===== src/rtl/counter_sched_pkg.sv =====
// Shared types and helpers for the round-robin counter run scheduler.
package counter_sched_pkg;
  localparam int WIDTH_DEFAULT = 5;
  localparam int FIELD_VEC_W   = 128;

  typedef enum logic [1:0] {IDLE, LOAD, RUN, DONE} sched_state_e;

  // Requester i's w-bit field from a packed vector; caller zero-extends to FIELD_VEC_W.
  function automatic logic [31:0] get_field(input logic [FIELD_VEC_W-1:0] vec,
                                            input int i, input int w);
    logic [31:0] mask;
    mask = (w >= 32) ? '1 : ((32'd1 << w) - 32'd1);
    return 32'(vec >> (i * w)) & mask;
  endfunction
endpackage


===== src/rtl/rr_arbiter.sv =====
// Combinational round-robin pick: first set req bit at or after ptr, wrapping.
module rr_arbiter #(
  parameter int NREQ = 2
) (
  input  logic [NREQ-1:0]         req,
  input  logic [$clog2(NREQ)-1:0] ptr,
  output logic [NREQ-1:0]         pick,
  output logic                    valid
);
  logic [NREQ-1:0]   rot, rot_pick;
  logic [2*NREQ-1:0] pick_dbl;

  // Rotate so bit 0 is the requester at ptr, take the lowest set bit, rotate back.
  assign rot = NREQ'({req, req} >> ptr);

  always_comb begin
    rot_pick = '0;
    for (int k = NREQ - 1; k >= 0; k--) begin
      if (rot[k]) begin
        rot_pick    = '0;
        rot_pick[k] = 1'b1;
      end
    end
  end

  assign pick_dbl = {{NREQ{1'b0}}, rot_pick} << ptr;
  assign pick     = pick_dbl[NREQ-1:0] | pick_dbl[2*NREQ-1:NREQ];
  assign valid    = |req;
endmodule


===== src/rtl/counter_sched.sv =====
// Round-robin scheduler sharing one WIDTH-bit counter among NREQ requesters:
// each run preloads the counter, advances it len ticks, and cross-checks the final count.
module counter_sched
  import counter_sched_pkg::*;
#(
  parameter int WIDTH = WIDTH_DEFAULT,
  parameter int NREQ  = 2
) (
  input  logic                  clk,
  input  logic                  reset_n,
  input  logic [NREQ-1:0]       req,
  input  logic [NREQ*WIDTH-1:0] req_start,
  input  logic [NREQ*WIDTH-1:0] req_len,
  output logic [NREQ-1:0]       gnt,
  output logic [NREQ-1:0]       done,
  output logic [WIDTH-1:0]      result,
  output logic                  busy,
  output logic                  err,
  output logic                  cnt_load,
  output logic [WIDTH-1:0]      cnt_load_val,
  output logic                  cnt_en,
  input  logic [WIDTH-1:0]      cnt_value
);
  localparam int PW = $clog2(NREQ);

  sched_state_e    state;
  logic [PW-1:0]   ptr, pick_idx;
  logic [NREQ-1:0] pick;
  logic            pick_vld;
  logic [WIDTH-1:0] start_q, len_q, remaining, pick_start, pick_len;
  logic            held;

  rr_arbiter #(.NREQ(NREQ)) u_arb (
    .req   (req),
    .ptr   (ptr),
    .pick  (pick),
    .valid (pick_vld)
  );

  always_comb begin
    pick_idx = '0;
    for (int i = 0; i < NREQ; i++)
      if (pick[i]) pick_idx = PW'(i);
  end

  assign pick_start = WIDTH'(get_field(FIELD_VEC_W'(req_start), int'(pick_idx), WIDTH));
  assign pick_len   = WIDTH'(get_field(FIELD_VEC_W'(req_len),   int'(pick_idx), WIDTH));

  // gnt is the one-hot latch of the granted index, so this is req[g].
  assign held = |(req & gnt);

  always_ff @(posedge clk) begin
    if (!reset_n) begin
      state        <= IDLE;
      ptr          <= '0;
      start_q      <= '0;
      len_q        <= '0;
      remaining    <= '0;
      gnt          <= '0;
      done         <= '0;
      result       <= '0;
      busy         <= 1'b0;
      err          <= 1'b0;
      cnt_load     <= 1'b0;
      cnt_load_val <= '0;
      cnt_en       <= 1'b0;
    end else begin
      case (state)
        IDLE: begin
          if (pick_vld) begin
            start_q      <= pick_start;
            len_q        <= pick_len;
            gnt          <= pick;
            ptr          <= (pick_idx == PW'(NREQ - 1)) ? '0 : pick_idx + 1'b1;
            cnt_load     <= 1'b1;
            cnt_load_val <= pick_start;
            busy         <= 1'b1;
            state        <= LOAD;
          end
        end
        LOAD: begin
          cnt_load  <= 1'b0;
          remaining <= len_q;
          result    <= start_q + len_q;
          if (!held) begin
            gnt   <= '0;
            busy  <= 1'b0;
            state <= IDLE;
          end else if (len_q != '0) begin
            cnt_en <= 1'b1;
            state  <= RUN;
          end else begin
            done  <= gnt;
            state <= DONE;
          end
        end
        RUN: begin
          remaining <= remaining - 1'b1;
          if (!held) begin
            gnt    <= '0;
            busy   <= 1'b0;
            cnt_en <= 1'b0;
            state  <= IDLE;
          end else if (remaining == WIDTH'(1)) begin
            cnt_en <= 1'b0;
            done   <= gnt;
            state  <= DONE;
          end
        end
        DONE: begin
          done  <= '0;
          gnt   <= '0;
          busy  <= 1'b0;
          state <= IDLE;
          if (cnt_value != result) err <= 1'b1;
        end
        default: state <= IDLE;
      endcase
    end
  end
endmodule


===== config.mk =====
export PLATFORM = sky130hd
export DESIGN_NAME = counter_sched
export DESIGN_NICKNAME = d
export VERILOG_FILES = /design/src/rtl/counter_sched_pkg.sv /design/src/rtl/rr_arbiter.sv /design/src/rtl/counter_sched.sv
export SDC_FILE = /design/constraint.sdc
export NUM_CORES = 1
export LEC_CHECK = 0
export BUFFER_PORTS_ARGS = -buffer_cell sky130_fd_sc_hd__buf_2
export CORE_ASPECT_RATIO = 1.25
export CORE_MARGIN = 2
export CORE_UTILIZATION = 47
export DETAILED_ROUTE_END_ITERATION = 8
export GPL_ROUTABILITY_DRIVEN = 0
export PLACE_DENSITY = 0.74
export SETUP_SLACK_MARGIN = 0.02
export SYNTH_ARGS = -nofsm -noshare
export SYNTH_HDL_FRONTEND = slang
export SYNTH_HIERARCHICAL = 1
export SYNTH_SLANG_ARGS = --single-unit
export TNS_END_PERCENT = 50

===== constraint.sdc =====
create_clock -name clk -period 1.5 [get_ports clk]
set_input_delay 0.225 -clock clk [delete_from_list [all_inputs] [get_ports clk]]
set_output_delay 0.225 -clock clk [all_outputs]
set_load 0.01 [all_outputs]

Word-level counts from Yosys, hierarchy flattened. Index checks and enable logic that the tools add are counted.

Bits in registers: 31. Logic and storage cells: 78. Memory bits (writable): 0. Memories: 0. Bits in latches: 0. Input bits: 29. ROM bits: 0. Output and inout port bits: 18.

Reduce and logical (&&, ||, !) cells: 15. Magnitude comparators: 0. Muxes and demuxes: 28. Multiply operators: 1. Div/mod/pow operators: 0. $add $sub $neg: 3. Shift-type cells: 4. Eq/ne operators: 13. Bitwise gates (word level): 2.

Operators by type and width (number): $shr 10x32->5 (1); $mux 2 (12); $ne 2x2->1 const B (7); $pmux 2 s3 (2); $pmux 5 s2 (1); $reduce_and 2->1 (5); $shr 10x4->5 (1); $mux 1 (9); $pmux 2 s4 (1); $reduce_or 2->1 (3); $add 5x5->5 (1); $eq 5x1->1 const B (1); $ne 5x5->1 (1); $reduce_and 5->1 (1); $reduce_bool 5->1 (1); $sub 5x1->5 const B (1); $eq 2x2->1 const B (2); $mul 1x3->4 const B (1); $pmux 1 s2 (2); $reduce_and 4->1 (1); $reduce_bool 2->1 (2); $shl 2x1->4 (1); $shr 4x1->2 (1); $ne 3x3->1 const B (1); other kinds (7) (7).

Longest topological paths before layout. Gate-level depths: netlist of the first run.

Word-level depth: 8. Gate-level depth with buffers: 8. Gate-level depth less buffers: 6.

Modules after synthesis. Netlist of the first run, hierarchy kept.

Modules (own cells, without submodules): counter_sched (cells each 193, area each 1695.4 um^2, seq. area each 620.6 um^2, times used 1); rr_arbiter (cells each 4, area each 25.0 um^2, seq. area each 0.0 um^2, times used 1).

Worst setup path after synthesis of the first run. OpenSTA, ideal clock, no wires.

Path type: reg-to-reg. From: register start_q[0]. To: register result[4]. Path slack: -151 ps. Path buffers: 0. Stages on the path, launching flop included: 7. Period minus slack after synthesis: 1651 ps. Arrival time: 1565 ps. Cells stage by stage: dfxtp_1 ha_1 fa_1 a21o_1 a21oi_1 xnor2_1 a211oi_1.

Longest elaborated chain between the ends: 1.

Ends and longest elaborated chain: start: declaration (RTL line counter_sched.sv:30) `logic [WIDTH-1:0] start_q, len_q, remaining, pick_start, pick_len;`; start signal: assignment (RTL line counter_sched.sv:71) `start_q <= pick_start;`; $add 5x5->5 (RTL line counter_sched.sv:84) `result <= start_q + len_q;`; end signal: assignment (RTL line counter_sched.sv:84); end: declaration (RTL line counter_sched.sv:16) `output logic [WIDTH-1:0] result,`.

No other way between the ends. A chain may end at the register's enable or synchronous reset.

Worst setup path after layout of the first run.
From: register len_q[1]. To: register done[1].

Longest elaborated chain between the ends: 3.

Ends and longest elaborated chain: start: declaration (RTL line counter_sched.sv:30); start signal: assignment (RTL line counter_sched.sv:72) `len_q <= pick_len;`; $reduce_bool 5->1 (RTL line counter_sched.sv:89) `end else if (len_q != '0) begin`; $ne 2x2->1 (no line); $reduce_and 5->1 (no line); end signal: assignment (RTL line counter_sched.sv:93) `done <= gnt;`; end signal: assignment (RTL line counter_sched.sv:106) `done <= gnt;`; end: declaration (RTL line counter_sched.sv:15) `output logic [NREQ-1:0] done,`.

No other way between the ends.

==> results of run 1 <==
cell usage in the layout, fill, tap and decap left out, drive strengths merged, types with 2 or more instances in the layout:
| cell | count |
|---|---|
| mux2i | 16 |
| a21o | 2 |
| ha | 10 |
| nand3b | 2 |
| nand2 | 9 |
| clkbuf | 6 |
| nor2b | 3 |
| o31ai | 3 |
| nand2b | 4 |
| nor2 | 22 |
| a22oi | 3 |
| clkinv | 2 |
| inv | 8 |
| a21oi | 14 |
| a31oi | 3 |
| xor2 | 3 |
| xnor2 | 6 |
| a211oi | 16 |
| o21ai | 9 |
| dfxtp | 31 |
| buf | 75 |
| nand4 | 2 |
| nand3 | 2 |
| a21boi | 2 |
| nor3 | 3 |
per-stage QoR:
| step | power, mW | cells | TNS (ps) | setup slack, ps |
|---|---|---|---|---|
| after CTS | 2.43 | 306 | -235 | -83.0 |
| after global placement | 1.55 | 298 | -215 | -66.8 |
| after global routing | 2.58 | 307 | -732 | -196 |
| after detailed placement | 1.57 | 298 | -336 | -129 |
| final | 2.46 | 307 | -184 | -59.5 |
| after floorplan | 1.32 | 197 | -189 | -101 |
state kept, by name (all words and copies together) (netlist names):
| register | cells |
|---|---|
| done | 2 |
| state | 2 |
| result | 5 |
| cnt_en | 1 |
| remaining | 5 |
| len_q | 5 |
| cnt_load | 1 |
| busy | 1 |
| start_q | 5 |
| ptr | 1 |
| err | 1 |
| gnt | 2 |
layer usage:
layer  track usage (%)  vias up  share of wire, %
met5                 0        -                 0
li1                  -      844                 -
met3              4.51       11               3.9
met4              10.1        0               2.9
met2              37.9       47                52
met1              25.1      791                41
critical path: stages (launching register included):
cell	delay (ps)
dfxtp_2	320
or4_4	520
o31a_1	290
nor3_4	170
mux2i_1	200
layout make-up:
cell class / instances / area share [%]
multi-input combinational: 145 / 46.2
timing repair buffer: 75 / 19.2
clock buffer: 6 / 3.44
inverter: 9 / 1.41
sequential: 31 / 26.2
tap: 39 / 2.04
clock inverter: 2 / 1.46
power breakdown:
group,total (mW),internal [mW],switching [mW]
logic,0.639,0.324,0.314
clock network,0.859,0.537,0.322
registers,0.963,0.899,0.0642
cells by family after synthesis:
kind of cell	synth area share [%]
XOR/XNOR	4.58
adder cells (fa/ha/maj)	8.44
AND/OR/NAND/NOR	15.1
multiplexers	9.31
AO/OA/AOI/OAI	21.7
flip-flops	36.1
buffers and inverters	4.80
path summary, 6_finish.rpt:
path	startpoint	to	slack (ps)	cells after the start
setup / recovery	len_q[1]	done[1]	-60	4
hold / removal	req_start[1]	start_q[1]	270	3
setup reg to reg	len_q[1]	done[1]	-60	4
hold reg to reg	err	err	450	2
timing repair:
action | in CTS | in global routing
setup endpoints to repair | 5 | 11
gates resized for setup | 4 | 17
pin swaps | 6 | 4
setup buffers | 0 | 1
==> run_results.csv, run 1 <==
group,metric,value,unit
floorplanning,die_area,4160,um^2
synth,synth.top_cell.area_share,36.1,%
power_and_ir_drop,p_leak,1.06,nW
synth,yosysMostFrequentCell,"dfxtp_1",
clock_network,clock_path_buffers,2,
floorplanning,die-width,58.1,um
grt,grt_pass1_wl,7000,um
grt,antenna_found_initial,0,
cells_and_area,regArea,628,um^2
synth,synth_area_per_cell,8.73,um^2
timing,finalClockSkew,7.43,ps
status,status,"complete, but fails checks",
synth,yosysWarningCount,6,
power_and_ir_drop,power_density,1030,nW/um^2
clock_network,root_buffer,"clkbuf_8",
cells_and_area,diodes,0,
place,portBuffers,46,
synth,synth_largest_area_cell,"dfxtp_1",
cells_and_area,post-route-util,68.8,%
grt,grt_max_degree,28,
timing,fmax,641,MHz
power_and_ir_drop,ir_drop,0.913,mV
run,cap_viol_max_count,0,
route,wire_per_inst,13.7,um
timing,setup_viol,4,
place,dp_hpwl,3090,um
timing,final_max_slew_viol_count,0,
worst_setup_path,start_kind,"register",
floorplanning,core_area,3480,um^2
synth,synth-seq-cells,31,
timing,period_minus_slack,1560,ps
synth,ys_types,38,
clock_network,cts_tree,"yes",
route,dr.pass1.iters,4,
route,final_antenna_net_count,0,
clock_network,postCtsHoldBufs,0,
synth,ys_seq_area_share,36.1,%
synth,syn_area,1720,um^2
place,dpl_cell_area,2180,um^2
cells_and_area,drive_gt1_share,38.4,%
synth,async_reset_ff_share,0,%
worst_setup_path,crit_path_end_kind,"register",
cells_and_area,fillers,265,
worst_setup_path,crit_type,"register to register",
cells_and_area,multi_input_area,1110,um^2
route,drtIter0Drc,61,
worst_setup_path,cp.arrival,1770,ps
timing,maxSlewHeadroom,74.3,%
floorplanning,initial_utilization,49.4,%
synth,netlist_instances,197,
route,wirelength,4200,um
clock_network,cts_max_level,2,
clock_network,cts_buffers,5,
route,drcViolationCount,0,
timing,setup_ws,-59.5,ps
worst_setup_path,cp.required,1710,ps
cells_and_area,syn_to_final_growth,39.3,%
status,failed_checks,"setup timing",
synth,ys.flop_type,"dfxtp_1",
timing,hold_violations,0,
clock_network,cts_sinks,31,
grt,overflow,0,
clock_network,insertion_delay,290,ps
floorplanning,rows,24,
synth,ys_top_cells_by_count,"31 x dfxtp_1, 22 x nor2_1, 16 x a211oi_1, 16 x mux2i_1, 14 x a21oi_1",
synth,synthTopCellsByArea,"dfxtp_1 36%, mux2i_1 9.3%, ha_1 7.3%, a211oi_1 7.0%, nor2_1 4.8%",
timing,hold_ws,271,ps
cells_and_area,fin_nets,307,
timing,worst_slew_pin_slew,385,ps
route,vias,1693,
hold_path,min_path_type,"input pin to register",
clock_network,clk_pin_slew,60,ps
grt,grt_pass1_vias,1614,
cells_and_area,final_area,2400,um^2
route,avgViaCountPerCell,5.51,
floorplanning,die_h,71.6,um
grt,grtUsageTotal,21.7,%
synth,synth-edff-count,0,
floorplanning,ios,47,
synth,synth_nets,237,
timing,finalCritPeriodShare,104,%
worst_setup_path,cp_max_fo,2,
timing,rsz0062_at_grt,"true",
Note: power is estimated with default switching activity, not from simulation.
==> inputs of run 2 (changes only) <==
--- a/config.mk
+++ b/config.mk
@@ -12,7 +12,9 @@
 export DETAILED_ROUTE_END_ITERATION = 8
 export GPL_ROUTABILITY_DRIVEN = 0
 export PLACE_DENSITY = 0.74
+export RECOVER_POWER = 100
 export SETUP_SLACK_MARGIN = 0.02
+export SLEW_MARGIN = 20
 export SYNTH_ARGS = -nofsm -noshare
 export SYNTH_HDL_FRONTEND = slang
 export SYNTH_HIERARCHICAL = 1
==> run 2 against run 1 <==
Against the previous run: the run still ends with setup timing left; combinational power down 5.5%; via count up 0.35%; count of clock-buffer cells in the layout stayed put; total power fell by 1.5%; clock skew is essentially flat; fmax about the same; non-clock buffer count did not move; global-route usage unchanged; critical path depth did not move; first-iteration DRC count is 23% lower; critical path type unchanged; highest routed layer unchanged.
==> run_results.csv, run 2 (synthesized netlist as in run 1, its figures left out) <==
group,metric,value,unit
status,status,"complete, but fails checks",
status,failed_checks,"setup timing",
clock_network,cts_sinks,31,
worst_setup_path,crit_type,"register to register",
clock_network,cts_tree,"yes",
cells_and_area,drive_gt1_share,29.9,%
floorplanning,die-width,58.1,um
worst_setup_path,cp.required,1710,ps
cells_and_area,syn_to_final_growth,35.6,%
cells_and_area,diodes,0,
power_and_ir_drop,pwr-share-clk,35.5,%
timing,rsz0062_at_grt,"true",
worst_setup_path,reg2reg_slack,-60,ps
hold_path,min_path_type,"input pin to register",
place,dp_hpwl,3090,um
route,drcViolationCount,0,
cells_and_area,regArea,626,um^2
floorplanning,initial_utilization,49.4,%
grt,grt_pass1_vias,1614,
cells_and_area,multi_input_area,1090,um^2
timing,finalClockSkew,7.80,ps
grt,grtUsageTotal,21.7,%
worst_setup_path,cp.arrival,1770,ps
route,wirelength,4210,um
timing,setup_viol,6,
timing,period_minus_slack,1560,ps
clock_network,root_buffer,"clkbuf_8",
clock_network,clk_pin_slew,60,ps
clock_network,insertion_delay,290,ps
power_and_ir_drop,combPwrFrac,24.9,%
timing,finalCritPeriodShare,104,%
power_and_ir_drop,ir_drop,0.913,mV
power_and_ir_drop,power_density,1040,nW/um^2
floorplanning,core_area,3480,um^2
route,avgViaCountPerCell,5.53,
clock_network,cts_buffers,5,
worst_setup_path,start_kind,"register",
worst_setup_path,cp_max_fo,2,
timing,worst_slew_pin_slew,380,ps
run,cap_viol_max_count,0,
hold_path,hp-start,"req_start[1]",
floorplanning,ios,47,
worst_setup_path,r2r-start,"len_q[1]",
floorplanning,rows,24,
floorplanning,die_area,4160,um^2
place,pre_cts_ws,-129,ps
grt,grt_pass1_wl,7000,um
timing,maxSlewHeadroom,74.7,%
timing,hold_ws,271,ps
floorplanning,die_h,71.6,um
clock_network,clock_path_buffers,2,
timing,final_max_slew_viol_count,0,
route,dr.pass1.iters,4,
power_and_ir_drop,internal_power,1.73,mW
cells_and_area,fin_nets,307,
power_and_ir_drop,p_leak,0.982,nW
grt,overflow,0,
cells_and_area,layout_common_cells,"29 x buf_2, 27 x dfxtp_1, 24 x buf_4",
grt,grt_max_degree,28,
cells_and_area,final_common_cell,"buf_2",
worst_setup_path,r2r-end,"done[1]",
power_and_ir_drop,p_switching,0.698,mW
timing,fmax,641,MHz
timing,setup_ws,-59.8,ps
power_and_ir_drop,p_sw_share,28.8,%
worst_setup_path,rr_worst_depth,4,
timing,tns,-250,ps
route,final_antenna_net_count,0,
hold_path,min_to,"start_q[1]",
timing,hold_violations,0,
grt,antenna_found_initial,0,
route,vias,1699,
clock_network,cts_max_level,2,
power_and_ir_drop,pwr-share-seq,39.6,%
route,drtIter0Drc,47,
route,wire_per_inst,13.7,um
worst_setup_path,crit_path_end_kind,"register",
place,portBuffers,46,
hold_path,min_path_cells,3,
cells_and_area,fillers,280,
==> run 2: changes by cell type in the layout (fill, tap and decap cells not counted), sizes merged <==
cell | previous run | this run
buf | 75 | 53
clkbuf | 6 | 28
==> run 2: routing by layer <==
metal,up-vias,part of all wire (%),wire (um),track usage [%]
met4,0,2.9,121,10.1
li1,845,-,-,-
met2,49,52,2180,37.9
met5,-,0,0,0
met1,794,41,1740,25.1
met3,11,4.0,167,4.51
==> run 2: worst max-delay path by stage <==
stage | from | to | slack [ps] | cells after the start
3_5_place_dp | start_q[0] | result[4] | -130 | 6
2_1_floorplan | start_q[0] | result[4] | -100 | 6
5_1_grt | len_q[1] | done[1] | -200 | 4
3_3_place_gp | start_q[0] | result[4] | -70 | 6
4_1_cts | len_q[1] | done[1] | -80 | 4
6_report | len_q[1] | done[1] | -60 | 4
==> run 2: layout make-up <==
class / instances / area share (%)
Sequential cell: 31 / 26.8
Clock buffer: 6 / 3.54
Multi-Input combinational cell: 145 / 46.9
Tap cell: 39 / 2.09
Timing Repair Buffer: 75 / 17.7
Clock inverter: 2 / 1.50
Inverter: 9 / 1.45
==> run 2: power groups by stage <==
stage	sequential [mW]	combinational, mW	clock [mW]
4_1_cts	0.956	0.604	0.871
6_report	0.960	0.604	0.860
5_1_grt	0.970	0.671	0.897
3_3_place_gp	0.971	0.577	0
3_5_place_dp	0.973	0.594	0
2_1_floorplan	0.994	0.324	0
==> run 2: critical path: stages, from the launching register on <==
cell and delay, ps:
dfxtp_2 320, or4_4 520, o31a_1 290, nor3_4 170, mux2i_1 200
==> run 2: per-stage QoR <==
step           utilization, %  cells  instance area, um^2  total power [mW]
2_1_floorplan               -    197                 1730              1.32
3_3_place_gp             62.6    298                 2180              1.55
3_5_place_dp             62.6    298                 2180              1.57
4_1_cts                  66.7    306                 2320              2.43
5_1_grt                  67.0    307                 2330              2.54
6_report                 67.0    307                 2330              2.42
==> run 2: repair_timing <==
action | CTS | global route
setup buffers | 0 | 1
hold buffers | 0 | 0
hold endpoints to repair | 0 | 0
endpoints found under the setup margin | 5 | 11
pin swaps | 6 | 4
cloned | 0 | 0
resized for setup | 4 | 17
==> inputs of run 3 (changes only) <==
--- a/config.mk
+++ b/config.mk
@@ -6,13 +6,15 @@
 export NUM_CORES = 1
 export LEC_CHECK = 0
 export BUFFER_PORTS_ARGS = -buffer_cell sky130_fd_sc_hd__buf_2
+export CELL_PAD_IN_SITES_DETAIL_PLACEMENT = 1
+export CELL_PAD_IN_SITES_GLOBAL_PLACEMENT = 2
 export CORE_ASPECT_RATIO = 1.25
 export CORE_MARGIN = 2
-export CORE_UTILIZATION = 47
+export CORE_UTILIZATION = 27
 export DETAILED_ROUTE_END_ITERATION = 8
 export GPL_ROUTABILITY_DRIVEN = 0
-export PLACE_DENSITY = 0.74
-export RECOVER_POWER = 100
+export PLACE_DENSITY = 0.72
+export RECOVER_POWER = 25
 export SETUP_SLACK_MARGIN = 0.02
 export SLEW_MARGIN = 20
 export SYNTH_ARGS = -nofsm -noshare
==> run 3 against run 2 <==
Against the previous run: the flow still finishes with violations (setup timing); cell count grew 16%; combinational power rose by 7.3%; sequential power about the same; hold slack gained 1.0 ps; clock power decreased by 6.6%; utilization shrank 27 points; routed wire length rose by 19%; global-route usage shrank 6.6 points; total power down 0.46%; largest cell class unchanged.
==> run_results.csv, run 3 (synthesized netlist as in run 1, its figures left out) <==
group,metric,value,unit
cells_and_area,drive_gt1_share,34.7,%
route,avgViaCountPerCell,4.71,
cells_and_area,layout_common_cells,"36 x buf_2, 30 x buf_4, 26 x dfxtp_1",
cells_and_area,diodes,0,
grt,grt_pass1_vias,1599,
route,final_antenna_net_count,0,
timing,setup_ws,-87.8,ps
timing,maxSlewHeadroom,72.6,%
power_and_ir_drop,combPwrFrac,26.9,%
run,cap_viol_max_count,0,
hold_path,min_path_cells,3,
floorplanning,die_h,93.2,um
power_and_ir_drop,pwr-share-clk,33.3,%
clock_network,cts_sinks,31,
clock_network,root_buffer,"clkbuf_8",
clock_network,insertion_delay,280,ps
route,drcViolationCount,0,
floorplanning,rows,32,
clock_network,clock_path_buffers,2,
worst_setup_path,cp.required,1710,ps
power_and_ir_drop,internal_power,1.71,mW
clock_network,cts_tree,"yes",
grt,grt_pass1_wl,7980,um
worst_setup_path,slowest_delay,550,ps
worst_setup_path,start_kind,"register",
timing,worst_slew_pin_slew,410,ps
worst_setup_path,path_cells,"or4_4 > o31a_1 > nor3_4 > mux2i_1",
timing,rsz0062_at_grt,"true",
clock_network,cts_max_level,2,
power_and_ir_drop,ir_drop,0.522,mV
hold_path,hp-start,"req_start[2]",
status,failed_checks,"setup timing",
power_and_ir_drop,pwr-share-seq,39.8,%
timing,hold_violations,0,
worst_setup_path,reg2reg_slack,-90,ps
hold_path,min_to,"start_q[2]",
cells_and_area,fillers,763,
worst_setup_path,rr_worst_depth,4,
floorplanning,die-width,75.4,um
route,wire_per_inst,14.1,um
floorplanning,die_area,7030,um^2
worst_setup_path,r2r-end,"done[0]",
grt,antenna_found_initial,0,
route,vias,1675,
clock_network,clk_pin_slew,70,ps
grt,overflow,0,
power_and_ir_drop,p_total,2.41,mW
power_and_ir_drop,power_density,978,nW/um^2
timing,finalClockSkew,5.30,ps
timing,finalCritPeriodShare,106,%
worst_setup_path,cp.arrival,1800,ps
status,status,"complete, but fails checks",
route,dr.pass1.iters,4,
place,dp_hpwl,3770,um
cells_and_area,final_common_cell,"buf_2",
timing,final_max_slew_viol_count,0,
route,drtIter0Drc,52,
floorplanning,ios,47,
timing,period_minus_slack,1590,ps
worst_setup_path,cp_slowest_cell,"or4_4",
worst_setup_path,r2r-start,"len_q[1]",
timing,fmax,630,MHz
route,wirelength,5030,um
grt,grt_max_degree,28,
floorplanning,core_area,6170,um^2
clock_network,postCtsHoldBufs,0,
power_and_ir_drop,p_sw_share,29.1,%
power_and_ir_drop,p_switching,0.703,mW
grt,grtUsageTotal,15.2,%
power_and_ir_drop,p_leak,1.03,nW
timing,setup_viol,3,
cells_and_area,syn_to_final_growth,43.3,%
floorplanning,initial_utilization,27.9,%
cells_and_area,post-route-util,40.0,%
worst_setup_path,crit_path_end_kind,"register",
cells_and_area,fin_nets,311,
place,portBuffers,46,
worst_setup_path,crit_type,"register to register",
clock_network,cts_buffers,5,
worst_setup_path,cp_max_fo,3,
hold_path,min_path_type,"input pin to register",
run 3: repair_timing:
action,4_1_cts,5_1_grt
setup endpoints to repair,5,15
hold endpoints to repair,0,0
buffers inserted,0,1
pin swaps,5,3
resized for setup,5,14
cloned,0,0
run 3: critical path: cells and delay by family, from the launching register on:
kind	cells	cell delay, ps
multiplexers	1	200
AND/OR/NAND/NOR	2	720
flip-flops	1	320
AO/OA/AOI/OAI	1	280
run 3: final cells by class:
type / instances / area [um^2] / share of cell area, %
timing repair buffer: 79 / 503 / 20.4
sequential: 31 / 627 / 25.4
multi-input combinational: 145 / 1090 / 44.3
tap: 85 / 106 / 4.31
inverter: 9 / 33.8 / 1.37
clock buffer: 6 / 72.6 / 2.94
clock inverter: 1 / 30.0 / 1.22
run 3: through the flow:
stage | hold slack (ps) | setup TNS, ps | instance area (um^2) | setup WS (ps) | std cells
after floorplan | 440 | -189 | 1730 | -101 | 197
after global placement | 436 | -223 | 2290 | -76.1 | 348
after detailed placement | 441 | -403 | 2290 | -126 | 348
after CTS | 267 | -200 | 2420 | -98.8 | 355
after global routing | 275 | -588 | 2470 | -170 | 356
final | 272 | -220 | 2470 | -87.8 | 356
run 3: routing by layer:
layer	vias up	global-route usage (%)	routed length [um]	part of all wire, %
met2	29	23.8	2450	49
met4	0	6.14	93	1.9
met3	8	3.23	146	2.9
met5	-	0	0	0
met1	787	19.9	2340	46
li1	851	-	-	-
run 3: worst max-delay path by stage:
stage | depth (start not counted) | from | to
detailed placement | 6 | start_q[0] | result[4]
global route | 4 | len_q[1] | done[1]
global placement | 6 | start_q[0] | result[4]
floorplan | 6 | start_q[0] | result[4]
CTS | 4 | len_q[1] | done[0]
finish | 4 | len_q[1] | done[0]
run 3: power groups by stage:
stage	clock network, mW	logic, mW	registers (mW)
2_1_floorplan	0	0.324	0.994
3_3_place_gp	0	0.618	0.972
3_5_place_dp	0	0.628	0.974
4_1_cts	0.823	0.643	0.956
5_1_grt	0.865	0.719	0.970
6_report	0.803	0.648	0.961
